===== src/rtl/pwm_duty_ctrl.sv =====
// Push-button duty-cycle controller: sync + debounce per button, saturating step, commit on PWM period boundary.
// Optional hold-to-repeat enabled by defining PWM_DUTY_CTRL_AUTO_REPEAT_EN.
module pwm_duty_ctrl #(
    parameter int unsigned DEB_CYCLES = 500000,
    parameter int unsigned DUTY_INIT  = 50,
    parameter int unsigned DUTY_STEP  = 5,
    parameter int unsigned DUTY_MIN   = 5,
    parameter int unsigned DUTY_MAX   = 95
`ifdef PWM_DUTY_CTRL_AUTO_REPEAT_EN
    ,
    parameter int unsigned REP_DELAY  = 25000000,
    parameter int unsigned REP_PERIOD = 5000000
`endif
) (
    input  logic       clk,
    input  logic       rst,
    input  logic       pb_inc,
    input  logic       pb_dec,
    input  logic       period_end,
    output logic [6:0] duty,
    output logic       duty_upd,
    output logic       at_min,
    output logic       at_max
);

    localparam int unsigned DW = (DEB_CYCLES > 1) ? $clog2(DEB_CYCLES) : 1;
    localparam logic [7:0] STEP8 = 8'(DUTY_STEP);
    localparam logic [7:0] MIN8  = 8'(DUTY_MIN);
    localparam logic [7:0] MAX8  = 8'(DUTY_MAX);

    typedef enum logic [1:0] {IDLE, ARMED, COMMIT, WAIT_REL} state_t;

    // Bit 0 = increment button, bit 1 = decrement button.
    logic [1:0]    s1_q, s2_q, deb_q, fall_q;
    logic [DW-1:0] cnt_q [2];

    always_ff @(posedge clk) begin
        if (!rst) begin
            s1_q   <= '1;
            s2_q   <= '1;
            deb_q  <= '1;
            fall_q <= '0;
            for (int unsigned i = 0; i < 2; i++) cnt_q[i] <= '0;
        end else begin
            s1_q   <= {pb_dec, pb_inc};
            s2_q   <= s1_q;
            fall_q <= '0;
            for (int unsigned i = 0; i < 2; i++) begin
                if (s2_q[i] != deb_q[i]) begin
                    if (cnt_q[i] == DW'(DEB_CYCLES - 1)) begin
                        deb_q[i]  <= s2_q[i];
                        cnt_q[i]  <= '0;
                        fall_q[i] <= ~s2_q[i];
                    end else begin
                        cnt_q[i] <= cnt_q[i] + 1'b1;
                    end
                end else begin
                    cnt_q[i] <= '0;
                end
            end
        end
    end

    logic inc_press, dec_press;
    assign inc_press = fall_q[0];
    assign dec_press = fall_q[1];

    state_t     state_q, state_d;
    logic       dir_q, dir_d;
    logic [6:0] nxt_q, nxt_d;
    logic [6:0] duty_q, duty_d;
    logic       upd_q, upd_d;
    logic       at_min_q, at_max_q;
    logic [7:0] duty8, sum8;
    logic [6:0] step_val;

`ifdef PWM_DUTY_CTRL_AUTO_REPEAT_EN
    localparam int unsigned REP_MAX = (REP_DELAY > REP_PERIOD) ? REP_DELAY : REP_PERIOD;
    localparam int unsigned HW      = (REP_MAX > 1) ? $clog2(REP_MAX) : 1;
    logic [HW-1:0] hold_q, hold_d, hold_thr;
    logic          rep_q, rep_d;
    assign hold_thr = rep_q ? HW'(REP_PERIOD - 1) : HW'(REP_DELAY - 1);
`endif

    // 8-bit intermediate keeps the clamp free of 7-bit wrap in both directions.
    always_comb begin
        duty8 = {1'b0, duty_q};
        if (dir_q) begin
            sum8     = duty8 + STEP8;
            step_val = (sum8 > MAX8) ? 7'(MAX8) : 7'(sum8);
        end else begin
            sum8     = duty8 - STEP8;
            step_val = (duty8 < (MIN8 + STEP8)) ? 7'(MIN8) : 7'(sum8);
        end
    end

    always_comb begin
        state_d = state_q;
        dir_d   = dir_q;
        nxt_d   = nxt_q;
        duty_d  = duty_q;
        upd_d   = 1'b0;
`ifdef PWM_DUTY_CTRL_AUTO_REPEAT_EN
        hold_d  = hold_q;
        rep_d   = rep_q;
`endif
        unique case (state_q)
            IDLE: begin
`ifdef PWM_DUTY_CTRL_AUTO_REPEAT_EN
                hold_d = '0;
                rep_d  = 1'b0;
`endif
                if (inc_press && dec_press) begin
                    state_d = WAIT_REL;
                end else if (inc_press) begin
                    dir_d   = 1'b1;
                    state_d = ARMED;
                end else if (dec_press) begin
                    dir_d   = 1'b0;
                    state_d = ARMED;
                end
            end
            ARMED: begin
                if (dir_q ? dec_press : inc_press) begin
                    state_d = WAIT_REL;
                end else if (period_end) begin
                    nxt_d   = step_val;
                    state_d = COMMIT;
                end
            end
            COMMIT: begin
                if (nxt_q != duty_q) begin
                    duty_d = nxt_q;
                    upd_d  = 1'b1;
                end
                state_d = WAIT_REL;
            end
            WAIT_REL: begin
                if (&deb_q) begin
                    state_d = IDLE;
`ifdef PWM_DUTY_CTRL_AUTO_REPEAT_EN
                end else if (deb_q[0] ^ deb_q[1]) begin
                    if (hold_q == hold_thr) begin
                        hold_d  = '0;
                        rep_d   = 1'b1;
                        dir_d   = ~deb_q[0];
                        state_d = ARMED;
                    end else begin
                        hold_d = hold_q + 1'b1;
                    end
                end else begin
                    hold_d = '0;
                    rep_d  = 1'b0;
`endif
                end
            end
            default: state_d = IDLE;
        endcase
    end

    always_ff @(posedge clk) begin
        if (!rst) begin
            state_q  <= IDLE;
            dir_q    <= 1'b0;
            nxt_q    <= 7'(DUTY_INIT);
            duty_q   <= 7'(DUTY_INIT);
            upd_q    <= 1'b0;
            at_min_q <= (DUTY_INIT == DUTY_MIN);
            at_max_q <= (DUTY_INIT == DUTY_MAX);
`ifdef PWM_DUTY_CTRL_AUTO_REPEAT_EN
            hold_q   <= '0;
            rep_q    <= 1'b0;
`endif
        end else begin
            state_q  <= state_d;
            dir_q    <= dir_d;
            nxt_q    <= nxt_d;
            duty_q   <= duty_d;
            upd_q    <= upd_d;
            at_min_q <= (duty_d == 7'(MIN8));
            at_max_q <= (duty_d == 7'(MAX8));
`ifdef PWM_DUTY_CTRL_AUTO_REPEAT_EN
            hold_q   <= hold_d;
            rep_q    <= rep_d;
`endif
        end
    end

    assign duty     = duty_q;
    assign duty_upd = upd_q;
    assign at_min   = at_min_q;
    assign at_max   = at_max_q;

endmodule


===== config.mk =====
export PLATFORM = sky130hd
export DESIGN_NAME = pwm_duty_ctrl
export DESIGN_NICKNAME = d
export VERILOG_FILES = /design/src/rtl/pwm_duty_ctrl.sv
export SDC_FILE = /design/constraint.sdc
export NUM_CORES = 1
export LEC_CHECK = 0
export CAP_MARGIN = 10
export CORE_MARGIN = 3
export CORE_UTILIZATION = 30
export CTS_BUF_LIST = sky130_fd_sc_hd__clkbuf_16
export CTS_CLUSTER_SIZE = 28
export DETAILED_ROUTE_END_ITERATION = 8
export PLACE_DENSITY = 0.49
export RECOVER_POWER = 100
export SKIP_LAST_GASP = 1
export SLEW_MARGIN = 15
export SYNTH_ARGS = -nofsm -noshare
export SYNTH_HDL_FRONTEND = slang
export SYNTH_SLANG_ARGS = --single-unit

===== constraint.sdc =====
create_clock -name clk -period 2.69 [get_ports clk]
set_clock_uncertainty 0.05 [all_clocks]
set_input_delay 0.807 -clock clk [delete_from_list [all_inputs] [get_ports clk]]
set_output_delay 0.807 -clock clk [all_outputs]
set_load 0.1 [all_outputs]

==> results of run 1 <==
cells in the final DEF, fill, tap and decap left out, drive strengths merged, types with 6 or more instances in the layout:
master	n
ha	10
nand2b	6
buf	9
nor2	61
mux2i	10
and3	8
inv	16
conb	38
nor4b	6
clkbuf	21
xor2	31
nand3	19
nand2	33
edfxtp	38
nand4	11
dfxtp	28
a31oi	6
o21ai	11
nor3	13
a21oi	8
xnor2	16
path summary, 6_finish.rpt:
path                    to  slack, ns  cells past startpoint
hold / removal     s2_q[0]       0.37                      1
setup / recovery    at_min       0.35                      1
setup reg to reg  nxt_q[4]       0.45                      6
hold reg to reg    s2_q[0]       0.37                      1
routing by layer:
layer	GRT usage, %	vias to the layer above
li1	-	1425
met5	0	-
met4	5.275	0
met1	15.10	1301
met2	19.83	37
met3	2.416	10
where the power goes:
part	internal [uW]	leakage, uW	switching, uW
sequential	1130	0.000620	71.6
combinational	193	0.000867	308
clock	706	0.000146	417
stage by stage:
step	total power, uW	hold slack (ns)	instances	util (%)
2_1_floorplan	1631	0.3363	420	-
3_3_place_gp	1745	0.3490	592	35.59
3_5_place_dp	1756	0.3480	592	35.59
4_1_cts	2898	0.3774	608	38.03
5_1_grt	2977	0.3962	608	37.30
6_report	2829	0.3653	608	37.30
sequential cells by signal, summed over array words and instances (netlist names):
signal and cells:
s1_q 2, deb_q 2, duty 7, at_max 1, at_min 1, s2_q 2
fall_q 2, duty_upd 1, nxt_q 7, cnt_q 38, state_q 2, dir_q 1
area by class of cell:
| class | instances | area (um2) |
|---|---|---|
| tap | 164 | 205.2 |
| inverter | 15 | 56.30 |
| clock inverter | 7 | 61.31 |
| multi-input combinational | 322 | 1964 |
| timing repair buffer | 25 | 172.7 |
| fill | 1203 | 7373 |
| sequential | 66 | 1702 |
| clock buffer | 9 | 225.2 |
logic make-up (layout without fill, tap and decap cells):
family          count (synthesis)  count (layout)
simple gates                  174             174
flops                          66              66
xor+xnor                       47              47
compound gates                 43              43
buf+inv                        32              56
fa+ha+maj                      10              10
mux                            10              10
other cells                     1              38
==> reports/qor.yml, run 1 <==
logic_synthesis:
  synth_top_family_by_area: "simple AND/OR/NAND/NOR gates"
  synth_edf_count: 38
  synth_area_leader_cell: "edfxtp_1"
  ys.flop_type: "edfxtp_1"
  synth_cells: 383
  ys_ff_latch: 66
  synth_warnings: 0
  synth_common_cells: "60 x nor2_1, 38 x edfxtp_1, 33 x nand2_1"
  synth_top_area_share_pct: 30.75
  synth_most_common_cell: "nor2_1"
  synthAdderAreaFrac_pct: 3.372
  synth_area_um2: 3711
  synth-async-reset-ratio_pct: 0
  synth-xor-area-share_pct: 11.70
  synthMuxAreaShare_pct: 2.697
  synth_cell_type_count: 51
  synthSimpleGateAreaFrac_pct: 23.80
  avgSynthCellArea_um2: 9.689
  synth_area_leaders: "edfxtp_1 31%, dfxtp_1 15%, xor2_1 7.3%"
  ys_seq_area_share_pct: 45.85
  synth_compound_area_share_pct: 8.125
sta:
  period_needed_ns: 2.338
  setup_slack_ns: 0.3523
  period_share_pct: 86.90
  setup_viol: 0
  slew_violations: 0
  fmax_mhz: 427.8
  rsz0062_at_grt: "no"
  max_slew_margin_pct: 22.63
  finalHoldViolCount: 0
  tightest_slew_ns: 1.166
  tns_ns: 0
detailed_routing:
  top_layer_used: "met4"
  routed_via_density: 4.561
  drt-met1-wl_mm: 3.594
  vias: 2773
  post_drt_wl_per_cell_um: 12.38
  antenna_left: 0
  dr_wl_met3_um: 239
  dr.pass1.iters: 4
  wirelength_mm: 7.525
  wl_met2_mm: 3.547
  drc: 0
  drt_iter0_markers: 106
clock_network:
  cts_post_setup_buffers_inserted: 0
  h-tree-depth: 3
  clk_pin_slew_ns: 0.06
  hold_buffers: 0
  cts_resized: 0
  cts_buffer_depth: 2
  worstSkewPairLatency_ns: 0.32
  root_buffer: "clkbuf_16"
  cts_tree: "yes"
  cts_made_buffers: 9
  cts_sinks: 66
run_status:
  status: "finished clean"
floorplan:
  die_h_um: 117.2
  start_util_pct: 31.56
  core_area_um2: 11760
  die-area_um2: 13740
  die_x_um: 117.2
  num_rows: 39
  ios: 15
critical_path:
  startpoint: "at_min"
  critPathSlowestCell: "clkbuf_1"
  path_max_fanout: 1
  path_class: "reg2out"
  crit_family: "buffers and inverters"
  worstPathArrival_ns: 1.48
  worstSetupStartpointType: "flop"
  path_cells: "clkbuf_1"
  path_buf_inv: 1
  cp-end-kind: "output pin"
  worstPathRequired_ns: 1.83
  r2r_start: "duty[6]"
  critPathMaxStageDelay_ns: 0.86
placement:
  dpl_cell_area_um2: 4185
  hpwlAfterDp_mm: 5.419
  place.gp.congestion: 0.7522
  portBuffers: 14
  place_ws_ns: 0.2893
min_path:
  worstHoldStart: "s1_q[0]"
  hold_path.class: "reg2reg"
global_routing:
  grt_pass1_wl_mm: 12.94
  grt_pass1_vias: 2739
  grt_use_total_pct: 11.98
  grt_overflow_total: 0
  grt_max_degree: 21
  grt_antenna_before_repair: 0
final_layout:
  drive_above_1_share_pct: 9.234
  nNetsFinal: 454
  antennaDiodeCount: 0
  finish.instance_area_um2: 4387
  syn_to_final_growth_pct: 18.21
pwr:
  vdd.ir_drop.worst_uv: 322.3
  p_leak_uw: 0.001633
  powerDensity_nw_per_um2: 644.9
run:
  maxCapViolCount: 0
No activity file was read; power rests on OpenSTA's default activity.
==> inputs of run 2 (changes only) <==
--- a/config.mk
+++ b/config.mk
@@ -11,6 +11,7 @@
 export CTS_BUF_LIST = sky130_fd_sc_hd__clkbuf_16
 export CTS_CLUSTER_SIZE = 28
 export DETAILED_ROUTE_END_ITERATION = 8
+export GPL_TIMING_DRIVEN = 0
 export PLACE_DENSITY = 0.49
 export RECOVER_POWER = 100
 export SKIP_LAST_GASP = 1
==> reports/qor.yml, run 2 (synthesis gave the netlist of run 1 again) <==
critical_path:
  path_cells: "clkdlybuf4s50_1"
  path_class: "reg2out"
  path_buf_inv: 1
  worstSetupStartpointType: "flop"
  rr_worst_depth: 7
  path_max_fanout: 1
  r2r_start: "cnt_q[0][0]"
  cp.depth: 1
  reg2reg_slack_ns: 0.32
  worstPathRequired_ns: 1.83
  critPathMaxStageDelay_ns: 1.13
  cp-end-kind: "output pin"
  critPathSlowestCell: "clkdlybuf4s50_1"
  worstReg2RegEnd: "cnt_q[0][9]"
  crit_family: "buffers and inverters"
  worstPathArrival_ns: 1.78
final_layout:
  seq_area_um2: 1702
  top_register: "cnt_q"
  nFillCells: 1197
  drive_above_1_share_pct: 6.236
  antennaDiodeCount: 0
  layout_commonest_cell: "nor2_1"
  nNetsFinal: 460
  largest_register_ff_count: 38
  syn_to_final_growth_pct: 18.14
  final_cells: 613
  multi_input_area_um2: 1977
  final_cell_mix: "60 x nor2_1, 38 x edfxtp_1, 38 x conb_1"
  finish.instance_area_um2: 4384
run_status:
  status: "finished clean"
pwr:
  vdd.ir_drop.worst_uv: 277.9
  powerDensity_nw_per_um2: 617.7
  total_power_uw: 2708
  p_leak_uw: 0.001625
min_path:
  hold_end: "s2_q[0]"
  worstHoldStart: "s1_q[0]"
  hold_path_depth: 1
  hold_path.class: "reg2reg"
clock_network:
  cts_tree: "yes"
  cts_sinks: 66
  worstSkewPairLatency_ns: 0.32
  root_buffer: "clkbuf_16"
  h-tree-depth: 3
  cts_buffer_depth: 2
  clk_pin_slew_ns: 0.05
  hold_buffers: 0
  cts_made_buffers: 9
detailed_routing:
  dr.pass1.iters: 4
  post_drt_wl_per_cell_um: 12.55
  vias: 2778
  antenna_left: 0
  drt_iter0_markers: 102
  drc: 0
  routed_via_density: 4.532
  wirelength_mm: 7.696
sta:
  max_slew_margin_pct: 22.38
  tightest_slew_ns: 1.169
  fmax_mhz: 379.4
  period_needed_ns: 2.635
  finalHoldViolCount: 0
  rsz0062_at_grt: "no"
  slew_violations: 0
  setup_viol: 0
  hold-worst-slack_ns: 0.3583
  period_share_pct: 97.97
  tns_ns: 0
floorplan:
  start_util_pct: 31.56
  die_x_um: 117.2
  die_h_um: 117.2
  die-area_um2: 13740
  ios: 15
  core_area_um2: 11760
  num_rows: 39
global_routing:
  grt_pass1_wl_mm: 13.39
  grt_use_total_pct: 12.53
  grt_antenna_before_repair: 0
  grt_overflow_total: 0
  grt_max_degree: 11
  grt_pass1_vias: 2696
placement:
  placedCellCount: 598
  hpwlAfterDp_mm: 5.694
  place.gp.congestion: 0.8635
  portBuffers: 14
  dpl_cell_area_um2: 4195
run:
  maxCapViolCount: 0
[run 2: worst max-delay path by stage]
stage,startpoint,endpoint,slack (ns)
final,at_min,at_min,0.05
after global routing,at_min,at_min,0.01
after CTS,duty[3],duty[3],0.007
after detailed placement,rst,nxt_q[2],0.006
after global placement,rst,nxt_q[2],-0.009
after floorplan,duty[1],nxt_q[1],0.32
[run 2: final cells by class]
cell class                 instances  share of cell area (%)
timing repair buffer              14                   2.197
buffer                            17                   2.255
tap                              164                   4.680
inverter                          15                   1.284
multi-input combinational        322                   45.09
sequential                        66                   38.81
clock buffer                       9                   5.137
clock inverter                     6                  0.5422
[run 2: repair_timing]
item,in CTS,in global routing
resized for setup,5,2
setup buffers,0,0
setup endpoints to repair,5,2
[run 2: layer usage]
| metal | share of wire (%) | vias up | GRT usage, % |
|---|---|---|---|
| li1 | - | 1443 | - |
| met2 | 46 | 34 | 19.04 |
| met3 | 2.5 | 11 | 2.159 |
| met1 | 50 | 1290 | 17.42 |
| met4 | 1.9 | 0 | 5.581 |
| met5 | 0 | - | 0 |
[run 2: report_power, final]
group | internal (uW) | switching (uW) | leakage [uW]
Combinational | 193 | 315 | 0.000863
Clock | 598 | 392 | 0.000141
Sequential | 1130 | 75.5 | 0.000620
Total | 1930 | 782 | 0.00162
[run 2: metrics by stage]
step | setup slack, ns | utilization [%]
detailed placement | 0.005709 | 35.67
floorplan | 0.3228 | -
CTS | 0.006643 | 37.74
global route | 0.009709 | 37.28
global placement | -0.009160 | 35.67
finish | 0.05453 | 37.28
